[src/rtl/updown_counter_param.sv]
// Parametrised up/down counter with sync clear, parallel load, wrap/saturate and boundary flags.
// Latency: 1 cycle from control sample to saida/evt; at_max/at_min are combinational from saida.
// Backpressure: none; every control input is acted on at each rising edge of clk.
//
// Ports:
//   clk, rst_n           clock (rising edge), asynchronous active-low reset
//   clr                  sync clear to RESET_VAL (highest priority)
//   load, load_val       sync parallel load, value clamped to [MIN_VAL, MAX_VAL]
//   acrescer, decrecer   count up / down by STEP; both or neither high holds
//   saida                registered count
//   at_max, at_min       saida sits on MAX_VAL / MIN_VAL
//   evt                  registered pulse: the value in saida was produced by a wrap or clamp
//   ovf_sticky,
//   unf_sticky           sticky upper/lower bound events (only with UDC_STICKY_FLAGS_EN)
//
// Optional feature: define UDC_STICKY_FLAGS_EN to add the ovf_sticky/unf_sticky ports and logic.
module updown_counter_param #(
   parameter int               WIDTH     = 8,
   parameter logic [WIDTH-1:0] RESET_VAL = 'h6A,
   parameter logic [WIDTH-1:0] MIN_VAL   = '0,
   parameter logic [WIDTH-1:0] MAX_VAL   = '1,
   parameter logic [WIDTH-1:0] STEP      = 1,
   parameter int               SATURATE  = 0
) (
   input  logic             clk,
   input  logic             rst_n,
   input  logic             clr,
   input  logic             load,
   input  logic [WIDTH-1:0] load_val,
   input  logic             acrescer,
   input  logic             decrecer,
   output logic [WIDTH-1:0] saida,
   output logic             at_max,
   output logic             at_min,
   output logic             evt
`ifdef UDC_STICKY_FLAGS_EN
   ,
   output logic             ovf_sticky,
   output logic             unf_sticky
`endif
);

   // All bound arithmetic is carried one bit wider so saida+STEP cannot wrap silently.
   localparam logic [WIDTH:0] MIN_E      = {1'b0, MIN_VAL};
   localparam logic [WIDTH:0] MAX_E      = {1'b0, MAX_VAL};
   localparam logic [WIDTH:0] STEP_E     = {1'b0, STEP};
   localparam logic [WIDTH:0] DOWN_FLOOR = MIN_E + STEP_E;

   logic [WIDTH:0]   up_sum;
   logic             up_ok;
   logic             down_ok;
   logic             ld_above;
   logic             ld_below;
   logic [WIDTH-1:0] cnt_nxt;
   logic             hit_hi;
   logic             hit_lo;

   assign up_sum  = {1'b0, saida} + STEP_E;
   assign up_ok   = (up_sum <= MAX_E);
   assign down_ok = ({1'b0, saida} >= DOWN_FLOOR);

   // A bound at the edge of the WIDTH range can never be crossed by load_val;
   // tie the flag off instead of building a comparison that is always false.
   if (MAX_VAL == '1) begin : g_max_full
      assign ld_above = 1'b0;
   end else begin : g_max_cmp
      assign ld_above = ({1'b0, load_val} > MAX_E);
   end

   if (MIN_VAL == '0) begin : g_min_zero
      assign ld_below = 1'b0;
   end else begin : g_min_cmp
      assign ld_below = ({1'b0, load_val} < MIN_E);
   end

   // hit_hi / hit_lo mark an upper / lower bound event on this update; evt is their OR.
   always_comb begin
      cnt_nxt = saida;
      hit_hi  = 1'b0;
      hit_lo  = 1'b0;
      if (clr) begin
         cnt_nxt = RESET_VAL;
      end else if (load) begin
         if (ld_above) begin
            cnt_nxt = MAX_VAL;
            hit_hi  = 1'b1;
         end else if (ld_below) begin
            cnt_nxt = MIN_VAL;
            hit_lo  = 1'b1;
         end else begin
            cnt_nxt = load_val;
         end
      end else if (acrescer && !decrecer) begin
         if (up_ok) begin
            cnt_nxt = up_sum[WIDTH-1:0];
         end else begin
            cnt_nxt = (SATURATE != 0) ? MAX_VAL : MIN_VAL;
            hit_hi  = 1'b1;
         end
      end else if (decrecer && !acrescer) begin
         if (down_ok) begin
            cnt_nxt = saida - STEP;
         end else begin
            cnt_nxt = (SATURATE != 0) ? MIN_VAL : MAX_VAL;
            hit_lo  = 1'b1;
         end
      end
   end

   always_ff @(posedge clk or negedge rst_n) begin
      if (!rst_n) begin
         saida      <= RESET_VAL;
         evt        <= 1'b0;
`ifdef UDC_STICKY_FLAGS_EN
         ovf_sticky <= 1'b0;
         unf_sticky <= 1'b0;
`endif
      end else begin
         saida      <= cnt_nxt;
         evt        <= hit_hi | hit_lo;
`ifdef UDC_STICKY_FLAGS_EN
         if (clr) begin
            ovf_sticky <= 1'b0;
            unf_sticky <= 1'b0;
         end else begin
            ovf_sticky <= ovf_sticky | hit_hi;
            unf_sticky <= unf_sticky | hit_lo;
         end
`endif
      end
   end

   assign at_max = (saida == MAX_VAL);
   assign at_min = (saida == MIN_VAL);

endmodule

[config.mk]
export PLATFORM = sky130hd
export DESIGN_NAME = updown_counter_param
export DESIGN_NICKNAME = d
export VERILOG_FILES = /design/src/rtl/updown_counter_param.sv
export SDC_FILE = /design/constraint.sdc
export NUM_CORES = 1
export LEC_CHECK = 0
export BUFFER_PORTS_ARGS = -buffer_cell sky130_fd_sc_hd__clkbuf_2
export CORE_MARGIN = 2
export CORE_UTILIZATION = 35
export DETAILED_ROUTE_END_ITERATION = 10
export GPL_ROUTABILITY_DRIVEN = 0
export GPL_TIMING_DRIVEN = 0
export SYNTH_ARGS = -nofsm -noshare
export SYNTH_HDL_FRONTEND = slang
export SYNTH_SLANG_ARGS = --single-unit
[constraint.sdc]
create_clock -name clk -period 3.45 [get_ports clk]
set_clock_uncertainty 0.05 [all_clocks]
set_input_delay 0.69 -clock clk [delete_from_list [all_inputs] [get_ports clk]]
set_output_delay 0.69 -clock clk [all_outputs]
set_load 0.05 [all_outputs]
; After elaboration in Yosys (flattened, before gate mapping)
; Cells that the tools add are included.
[totals]
reg_bits = 9
latch_bits = 0
ram_bits = 0
rom_bits = 0
out_inout_bits = 11
elab_cells = 29
n_memories = 0
[op_classes]
n_addsub = 2
multipliers = 0
div = 0
magnitude_cmp = 2
n_eq_ne = 1
shifts = 0
muxes = 15
n_bitwise = 1
n_reduce_logical = 6
[ops]
columns = operator, n
row1 = $mux 8, 6
row2 = $add 8x1->9 const B, 1
row3 = $le 9x8->1 const B, 1
row4 = $mux 1, 9
row5 = $eq 8x8->1 const B, 1
row6 = $ge 8x1->1 const B, 1
row7 = $logic_not 8->1, 1
row8 = $sub 8x1->8 const B, 1
row9 = $reduce_bool 4->1, 1
row10 = $logic_and 1x1->1, 2
row11 = $logic_not 1->1, 2
row12 = $or 1x1->1, 1

; Depth between registers and ports, before layout
; Gate-level depths: netlist of the first run.
[depth]
ltp_word = 7
mapped_depth = 8

; Least setup slack after synthesis of the first run
; No wires, ideal clock.
[synth_timing]
kind = reg-to-output
from = register saida[1]
to = output port at_max
arrival_time_ns = 1.902
required_ns = 2.710
slack_ns = 0.808
path_stages_with_launch = 4
n_path_buf = 0
path_cell_list = dfstp_2 > ha_1 > nand4_1 > nor2_1
[synth_via]
elab_chain_cells = 1
[synth_rtl]
columns = element, line_no
row1 = "start, declared", 32  ; output logic [WIDTH-1:0] saida,
row2 = "start signal, assigned", 119  ; saida <= cnt_nxt;
row3 = $eq 8x8->1, 133  ; assign at_max = (saida == MAX_VAL);
row4 = "end, declared", 33  ; output logic at_max,
; No other way between the ends.

; Worst setup path after layout of the first run
; Same ends and word-level chain as after synthesis.

==> results of run 1 <==
cells in the mapped netlist, types with 3 or more instances:
cell | n | area (um^2)
dfrtp_1 | 5 | 125
xnor2_1 | 4 | 35.0
dfstp_2 | 4 | 105
nor4_1 | 4 | 25.0
xor2_1 | 3 | 26.3
nand2_1 | 10 | 37.5
o21ai_0 | 4 | 20.0
clkbuf_1 | 7 | 26.3
nor3b_1 | 4 | 30.0
nor2b_1 | 3 | 18.8
nand3_1 | 3 | 15.0
nor2_1 | 12 | 45.0
o31ai_1 | 4 | 30.0
a21oi_1 | 10 | 50.1
or4_1 | 3 | 22.5
buf_2 | 5 | 25.0
ha_1 | 7 | 87.6
nor3_1 | 3 | 15.0
inv_1 | 9 | 33.8
cell usage in the layout, fill, tap and decap left out, types with 2 or more instances in the layout:
master / instances
dfrtp_1: 5
o21ai_0: 4
nor2_1: 12
nand3_1: 3
xnor2_1: 4
a21o_1: 2
nor2b_1: 3
or4_1: 3
clkbuf_1: 8
a21oi_1: 10
o41ai_1: 2
xor2_1: 3
ha_1: 7
nor3_1: 3
clkbuf_4: 3
or3_1: 2
o31ai_1: 4
buf_2: 5
nand2_1: 10
or3b_4: 2
nand4_1: 2
clkbuf_2: 23
dfstp_2: 4
nor4_1: 4
nor3b_1: 4
inv_1: 9
nand4b_1: 2
path summary, 6_finish.rpt:
path / endpoint / start / cells after the start
min in group clk: saida[6] / load_val[6] / 3
worst max-delay path: at_max / saida[1] / 4
max in group asynchronous: saida[5] / rst_n / 1
worst min-delay path: saida[0] / rst_n / 1
worst max register to register: saida[0] / saida[0] / 8
worst min register to register: saida[6] / saida[6] / 3
state kept, by name (all words and copies together), names as in the netlist:
| register | count |
|---|---|
| evt | 1 |
| saida | 8 |
layer usage:
| metal | up-vias | share of wire (%) | GRT usage, % |
|---|---|---|---|
| li1 | 573 | - | - |
| met1 | 562 | 47 | 27.1 |
| met2 | 54 | 44 | 30.6 |
| met3 | 7 | 7.9 | 3.41 |
| met4 | 0 | 1.3 | 4.97 |
| met5 | - | 0 | 0 |
through the flow:
step | setup WS, ns | hold WS [ns] | total power (W) | util (%)
2_1_floorplan | 0.808 | 0.344 | 0.000268 | -
3_3_place_gp | 0.869 | 0.501 | 0.000315 | 42.1
3_5_place_dp | 0.813 | 0.507 | 0.000318 | 42.1
4_1_cts | 0.723 | 0.230 | 0.000399 | 43.0
5_1_grt | 0.559 | 0.216 | 0.000426 | 43.0
6_report | 0.718 | 0.223 | 0.000398 | 43.0
power by group through the flow:
stage | Clock (W) | Sequential (W) | Combinational (W)
CTS | 0.0000817 | 0.000127 | 0.000190
global placement | 0 | 0.000129 | 0.000186
floorplan | 0 | 0.000159 | 0.000109
global route | 0.0000900 | 0.000129 | 0.000207
detailed placement | 0 | 0.000129 | 0.000189
finish | 0.0000793 | 0.000127 | 0.000191
cell type report:
class	instances	area [um^2]	share of cell area (%)
well taps	44	55.1	4.20
plain buffers	14	70.1	5.34
inverters	9	33.8	2.58
multi-input cells	109	781	59.5
flip-flops and latches	9	230	17.6
repair buffers	23	115	8.78
clock buffers	4	26.3	2.00
cell families (layout without fill, tap and decap cells):
group	after synthesis	count (layout)	share of synthesized area (%)
and+or+nand+nor	55	55	28.1
buffers and inverters	23	50	9.32
xor gates and xnor gates	7	7	5.50
AOI/OAI and AO/OA	40	40	28.6
adders and majority gates	7	7	7.86
DFF	9	9	20.7
==> metrics.txt, run 1 <==
mean area per synthesized cell=7.91 um^2; Reg2Reg Setup Slack=0.88 ns; Pint=0.000225 W; # DRC=0; CP startpoint kind=register; max-slew violations=0; CP Max Fanout=11; I/O pins=25; Tot GR Track Use=19.2%; Die Y=60.4 um; dpl cells=208; crit path DAT=1.99 ns; post-DP HPWL=2430 um; row cnt=20; delay-heaviest family, CP=flip-flops; area post-placement=1280 um^2; crit path max-delay cell type=dfstp_2; post-CTS resize count=0; RSZ-0062 raised after global routing=false; IO Port Bufs=23; DR iter-0 viols=45; Worst-Margin Slew=0.607 ns; final period utilization=79.2%; First-pass DRT Iterations=4; first-pass GRT wire length=5280 um; clock slew at reported path FFs=0.06 ns; switching power=0.000173 W; Syn Nets=162; setup TNS=0 ns; achievable frequency=0.366 GHz; post-route design area=1310 um^2; post-synthesis cell type count=50; Synth async-reset ratio=100%; Pwr Density=304 nW/um^2; crit-path cells=ha_1 -> nand4_1 -> nor2_1 -> clkbuf_2; antenna-violating nets left=0; CP peak stage delay=0.66 ns; Final Critical Period=2.73 ns; Layout fillers=318; Post-Layout Cell Count=212; sw frac=43.4%; total gr overflow=0; Clock Root Buffer=clkbuf_4; TritonCTS clock tree=yes; CTS Buf Count=3; Setup-failing EPs final=0; number of global-route vias before repair=1131; CP Capture Type=output pin; total of max-cap violations=0; number of synthesized flops with an enable pin=0; initial core utilization=36.5%; CTS Buffer Depth=2; antenna violations before repair=0; slew margin rel.=59.3%; Via density=5.64; type of the worst min-delay path=in -> async; Clk Latency, worst-skew pair=0.26 ns; post-synthesis cell count=141; routed len/inst=15.0 um; core region area=3050 um^2; setup bufs post-CTS=0; via count=1196; CTS HTree Levels=1; VDD IR max=0.0000881 V; crit path buf inv count=1; Comb power frac=48.1%; n_diodes=0; Fin. Hold Viols=0; die width=60.4 um; WS Path Type=reg -> out; fin nets=190; synthesized area=1110 um^2; sequential share of power=32.0%; FF+latch count, synth=9; pin count of the biggest net entering global routing=12; Post-CTS Hold Buffers=0; prevailing post-synth register cell=dfrtp_1; clock network power share=19.9%; Yosys warning count=0; Leak=0.553 nW; worst endpoint required time=2.71 ns; layout cells sized above 1=28.0%; sequential cell area fraction in the yosys report=20.7%; area grow syn2layout=17.6%; DIE AREA=3650 um^2; outcome=completed; total wire length=3180 um; Sink Count=9
Power figures use the tool's default switching activity.
==> run 2: changes to the inputs <==
Clock period 3.45 ns to 2.3 ns, I/O delays scaled along.
==> metrics.txt, run 2 (same netlist as run 1, synthesis figures left out) <==
VDD IR max=0.000147 V (+67%); CTS Buf Count=3 (unchanged); Setup WS post-layout=0.0305 ns (-0.687 ns); via count=1285 (+7.4%); Setup-failing EPs final=0 (unchanged); Tot GR Track Use=20.1% (+0.88 points); type of the worst min-delay path=in -> reg; crit path DAT=2.32 ns (+0.33 ns); Largest register FFs=8 (unchanged); final period utilization=98.7%; CP Max Fanout=8 (-3); DIE AREA=3650 um^2 (unchanged); die width=60.4 um (unchanged); Fin. Hold Viols=0 (unchanged); TritonCTS clock tree=yes; achievable frequency=0.441 GHz; fin nets=197 (+3.7%); I/O pins=25 (unchanged); Top reg by flops=saida; area grow syn2layout=29.7%; # DRC=0 (unchanged); total wire length=3430 um (+7.7%); pin count of the biggest net entering global routing=11 (-1); initial core utilization=36.5% (unchanged); number of global-route vias before repair=1175 (+3.9%); First-pass DRT Iterations=5 (+1); Sink Count=9 (unchanged); n_diodes=0 (unchanged); row cnt=20 (unchanged); Clock Root Buffer=clkbuf_4; max-slew violations=0 (unchanged); total of max-cap violations=0 (unchanged); most common cell after layout, fill and taps aside=clkbuf_2; post-DP HPWL=2490 um (+2.4%); worst endpoint required time=2.35 ns (-0.36 ns); total gr overflow=0 (unchanged); Leak=0.593 nW (+7.1%); antenna violations before repair=0 (unchanged); routed len/inst=15.6 um (+4.3%); WS Path Type=reg -> reg; Via density=5.87 (+4.0%); antenna-violating nets left=0 (unchanged); commonest non-fill, non-tap cells in the layout=clkbuf_2, nor2_1, nand2_1, a21oi_1, buf_4; Clk Latency, worst-skew pair=0.26 ns (about the same); core region area=3050 um^2 (unchanged); dpl ws=-0.191 ns (-1.00 ns); Worst-Margin Slew=0.563 ns (-0.0440 ns); clock slew at reported path FFs=0.06 ns (about the same); Pwr Density=440 nW/um^2 (+45%); Layout fillers=313 (-1.6%); CTS Buffer Depth=2 (unchanged); Die Y=60.4 um (unchanged); CP startpoint kind=register; setup TNS=0 ns (unchanged); CP Capture Type=register; IO Port Bufs=23 (unchanged); outcome=completed; layout cells sized above 1=36.0% (+8.0 points); DR iter-0 viols=63 (+40%); slew margin rel.=62.5% (+3.2 points); Final Critical Period=2.27 ns; Regs by FF count=saida (8), evt (1); CTS HTree Levels=1 (unchanged); first-pass GRT wire length=5500 um (+4.2%)
run 2: repair_timing:
item                                    4_1_cts  5_1_grt
resized for setup                            10        4
pin swaps                                     5        7
gates cloned                                  0        0
endpoints found under the hold margin         5        0
endpoints found under the setup margin        9        5
hold buffers                                  1        0
setup buffers                                 6        1
run 2: layer usage:
layer	part of all wire, %	vias up	GRT usage, %
li1	-	593	-
met1	43	593	27.8
met2	45	82	31.4
met3	9.8	17	3.41
met4	2.9	0	7.76
met5	0	-	0
run 2: power by group:
group	switching (W)	internal [W]	total (W)
registers	0.0000126	0.000177	0.000190
logic	0.000211	0.000116	0.000326
clock network	0.0000537	0.0000668	0.000120
total	0.000277	0.000359	0.000636
run 2: final cells by class:
cell class,instances,area (um^2),area share (%)
inverter,9,41.3,2.85
buffer,13,66.3,4.58
tap,44,55.1,3.81
clock buffer,4,26.3,1.82
sequential,9,231,16.0
timing repair buffer,31,186,12.9
multi-input combinational,109,840,58.0
run 2: worst max-delay path: stages (launching register included):
cell     delay, ns
dfstp_2       0.60
ha_2          0.27
nand2_1       0.10
o31a_1        0.24
o22a_1        0.23
nor3_4        0.41
o22ai_1       0.21
run 2: path summary, 6_finish.rpt:
kind                                  start        to  slack [ns]  depth (start not counted)
worst max register to register     saida[1]  saida[2]        0.03                          6
worst min register to register     saida[1]  saida[1]        0.64                          3
min in group asynchronous             rst_n  saida[7]        0.54                          2
worst max-delay path               saida[1]  saida[2]        0.03                          6
worst min-delay path            load_val[6]  saida[6]        0.38                          3
max in group asynchronous             rst_n  saida[1]        1.41                          2
run 2: stage by stage:
step | std cells | power, W | hold slack (ns) | utilization [%] | area (um^2)
CTS | 219 | 0.000641 | 0.379 | 47.0 | 1440
global route | 219 | 0.000677 | 0.379 | 47.4 | 1450
detailed placement | 208 | 0.000491 | 0.276 | 43.3 | 1320
floorplan | 141 | 0.000415 | 0.114 | - | 1150
finish | 219 | 0.000636 | 0.380 | 47.4 | 1450
global placement | 208 | 0.000487 | 0.275 | 43.3 | 1320
==> run 3: changes to the inputs <==
Settings changed: MAX_ROUTING_LAYER from default to met4.
==> metrics.txt, run 3 (same netlist as run 1, synthesis figures left out) <==
Final Critical Period=2.23 ns (-0.0411 ns); TritonCTS clock tree=yes; WS Path Type=reg -> reg; area of the multi-input gates=840 um^2 (unchanged); via count=1257 (-2.2%); antenna violations before repair=0 (unchanged); total wire length=3400 um (-0.61%); Tot Pwr=0.000636 W (about the same); Clk Latency, worst-skew pair=0.26 ns (about the same); crit path DAT=2.27 ns (-0.05 ns); fin nets=197 (unchanged); worst endpoint required time=2.35 ns (about the same); Die Y=60.4 um (unchanged); Pint=0.000359 W (about the same); I/O pins=25 (unchanged); Clock Root Buffer=clkbuf_4; First-pass DRT Iterations=5 (unchanged); CTS Buffer Depth=2 (unchanged); area grow syn2layout=29.7% (unchanged); die width=60.4 um (unchanged); initial core utilization=36.5% (unchanged); Sink Count=9 (unchanged); FF+latch area=231 um^2 (unchanged); Tot GR Track Use=20.8% (+0.68 points); Top reg by flops=saida; IO Port Bufs=23 (unchanged); first-pass GRT wire length=5510 um (+0.25%); CTS HTree Levels=1 (unchanged); dpl ws=-0.191 ns (unchanged); commonest non-fill, non-tap cells in the layout=clkbuf_2, nor2_1, nand2_1, a21oi_1, buf_4; clock slew at reported path FFs=0.06 ns (about the same); Regs by FF count=saida (8), evt (1); number of global-route vias before repair=1172 (-0.26%); row cnt=20 (unchanged); # DRC=0 (unchanged); achievable frequency=0.449 GHz (+1.8%); antenna-violating nets left=0 (unchanged); dpl cells=208 (unchanged); final period utilization=96.9% (-1.8 points); clock network power share=18.9% (about the same); DR iter-0 viols=46 (-27%); pin count of the biggest net entering global routing=11 (unchanged); outcome=completed; most common cell after layout, fill and taps aside=clkbuf_2; Setup WS post-layout=0.0717 ns (+0.0411 ns); max-slew violations=0 (unchanged); post-DP HPWL=2490 um (unchanged); sequential share of power=29.8% (about the same); slew margin rel.=61.9% (-0.55 points); core region area=3050 um^2 (unchanged); CTS Buf Count=3 (unchanged); Leak=0.593 nW (unchanged); Setup-failing EPs final=0 (unchanged); Layout fillers=313 (unchanged); layout cells sized above 1=36.0% (unchanged); Largest register FFs=8 (unchanged); Via density=5.74 (-2.2%); DIE AREA=3650 um^2 (unchanged); type of the worst min-delay path=in -> reg; CP Capture Type=register; total of max-cap violations=0 (unchanged); CP startpoint kind=register; Pwr Density=440 nW/um^2 (about the same); sw frac=43.5% (about the same); Comb power frac=51.3% (about the same); total gr overflow=0 (unchanged); n_diodes=0 (unchanged); switching power=0.000277 W (-0.16%); Post-Layout Cell Count=219 (unchanged); routed len/inst=15.5 um (-0.61%); VDD IR max=0.000148 V (+0.25%); CP Max Fanout=8 (unchanged); Worst-Margin Slew=0.571 ns (+0.00831 ns); Fin. Hold Viols=0 (unchanged)
-- run 3: cell counts in the layout (fill, tap and decap cells not counted) --
Identical to the previous run, type by type.
-- run 3: area by class of cell --
class	instances	share of cell area (%)
Buffer	13	4.58
Tap cell	44	3.81
Inverter	9	2.85
Timing Repair Buffer	31	12.9
Clock buffer	4	1.82
Multi-Input combinational cell	109	58.0
Sequential cell	9	16.0
-- run 3: final timing paths --
kind | from | end | slack (ns) | depth (start not counted)
min in group asynchronous | rst_n | saida[7] | 0.54 | 2
worst min-delay path | load_val[6] | saida[6] | 0.38 | 3
worst max register to register | saida[1] | saida[2] | 0.07 | 6
worst max-delay path | saida[1] | saida[2] | 0.07 | 6
max in group asynchronous | rst_n | saida[1] | 1.41 | 2
worst min register to register | saida[1] | saida[1] | 0.64 | 3
-- run 3: power groups by stage --
stage	clock (W)	sequential, W	combinational (W)
CTS	0.000125	0.000187	0.000329
detailed placement	0	0.000195	0.000296
global route	0.000131	0.000193	0.000353
global placement	0	0.000194	0.000293
finish	0.000120	0.000190	0.000326
floorplan	0	0.000240	0.000175
-- run 3: per-layer routing --
layer	global-route usage [%]	wire (um)
met3	2.77	279
met4	7.76	63
met1	28.2	1510
met2	31.5	1550
met5	-	0
-- run 3: what timing repair did --
item / in CTS / in global routing
hold buffers: 1 / 0
setup buffers: 6 / 1
endpoints found under the setup margin: 9 / 5
hold endpoints to repair: 5 / 0
gates resized for setup: 10 / 4
pin swaps: 5 / 7
-- run 3: critical path: stages (launching register included) --
cell and delay (ns):
dfstp_2 0.60, ha_2 0.26, nand2_1 0.10, o31a_1 0.24
o22a_1 0.23, nor3_4 0.38, o22ai_1 0.20
-- run 3: through the flow --
| step | setup TNS (ns) | util (%) | area [um^2] | hold WS (ns) |
|---|---|---|---|---|
| floorplan | -0.0422 | - | 1150 | 0.114 |
| global placement | -0.875 | 43.3 | 1320 | 0.275 |
| detailed placement | -1.02 | 43.3 | 1320 | 0.276 |
| CTS | -0.00939 | 47.0 | 1440 | 0.379 |
| global route | -0.00315 | 47.4 | 1450 | 0.379 |
| finish | 0 | 47.4 | 1450 | 0.381 |
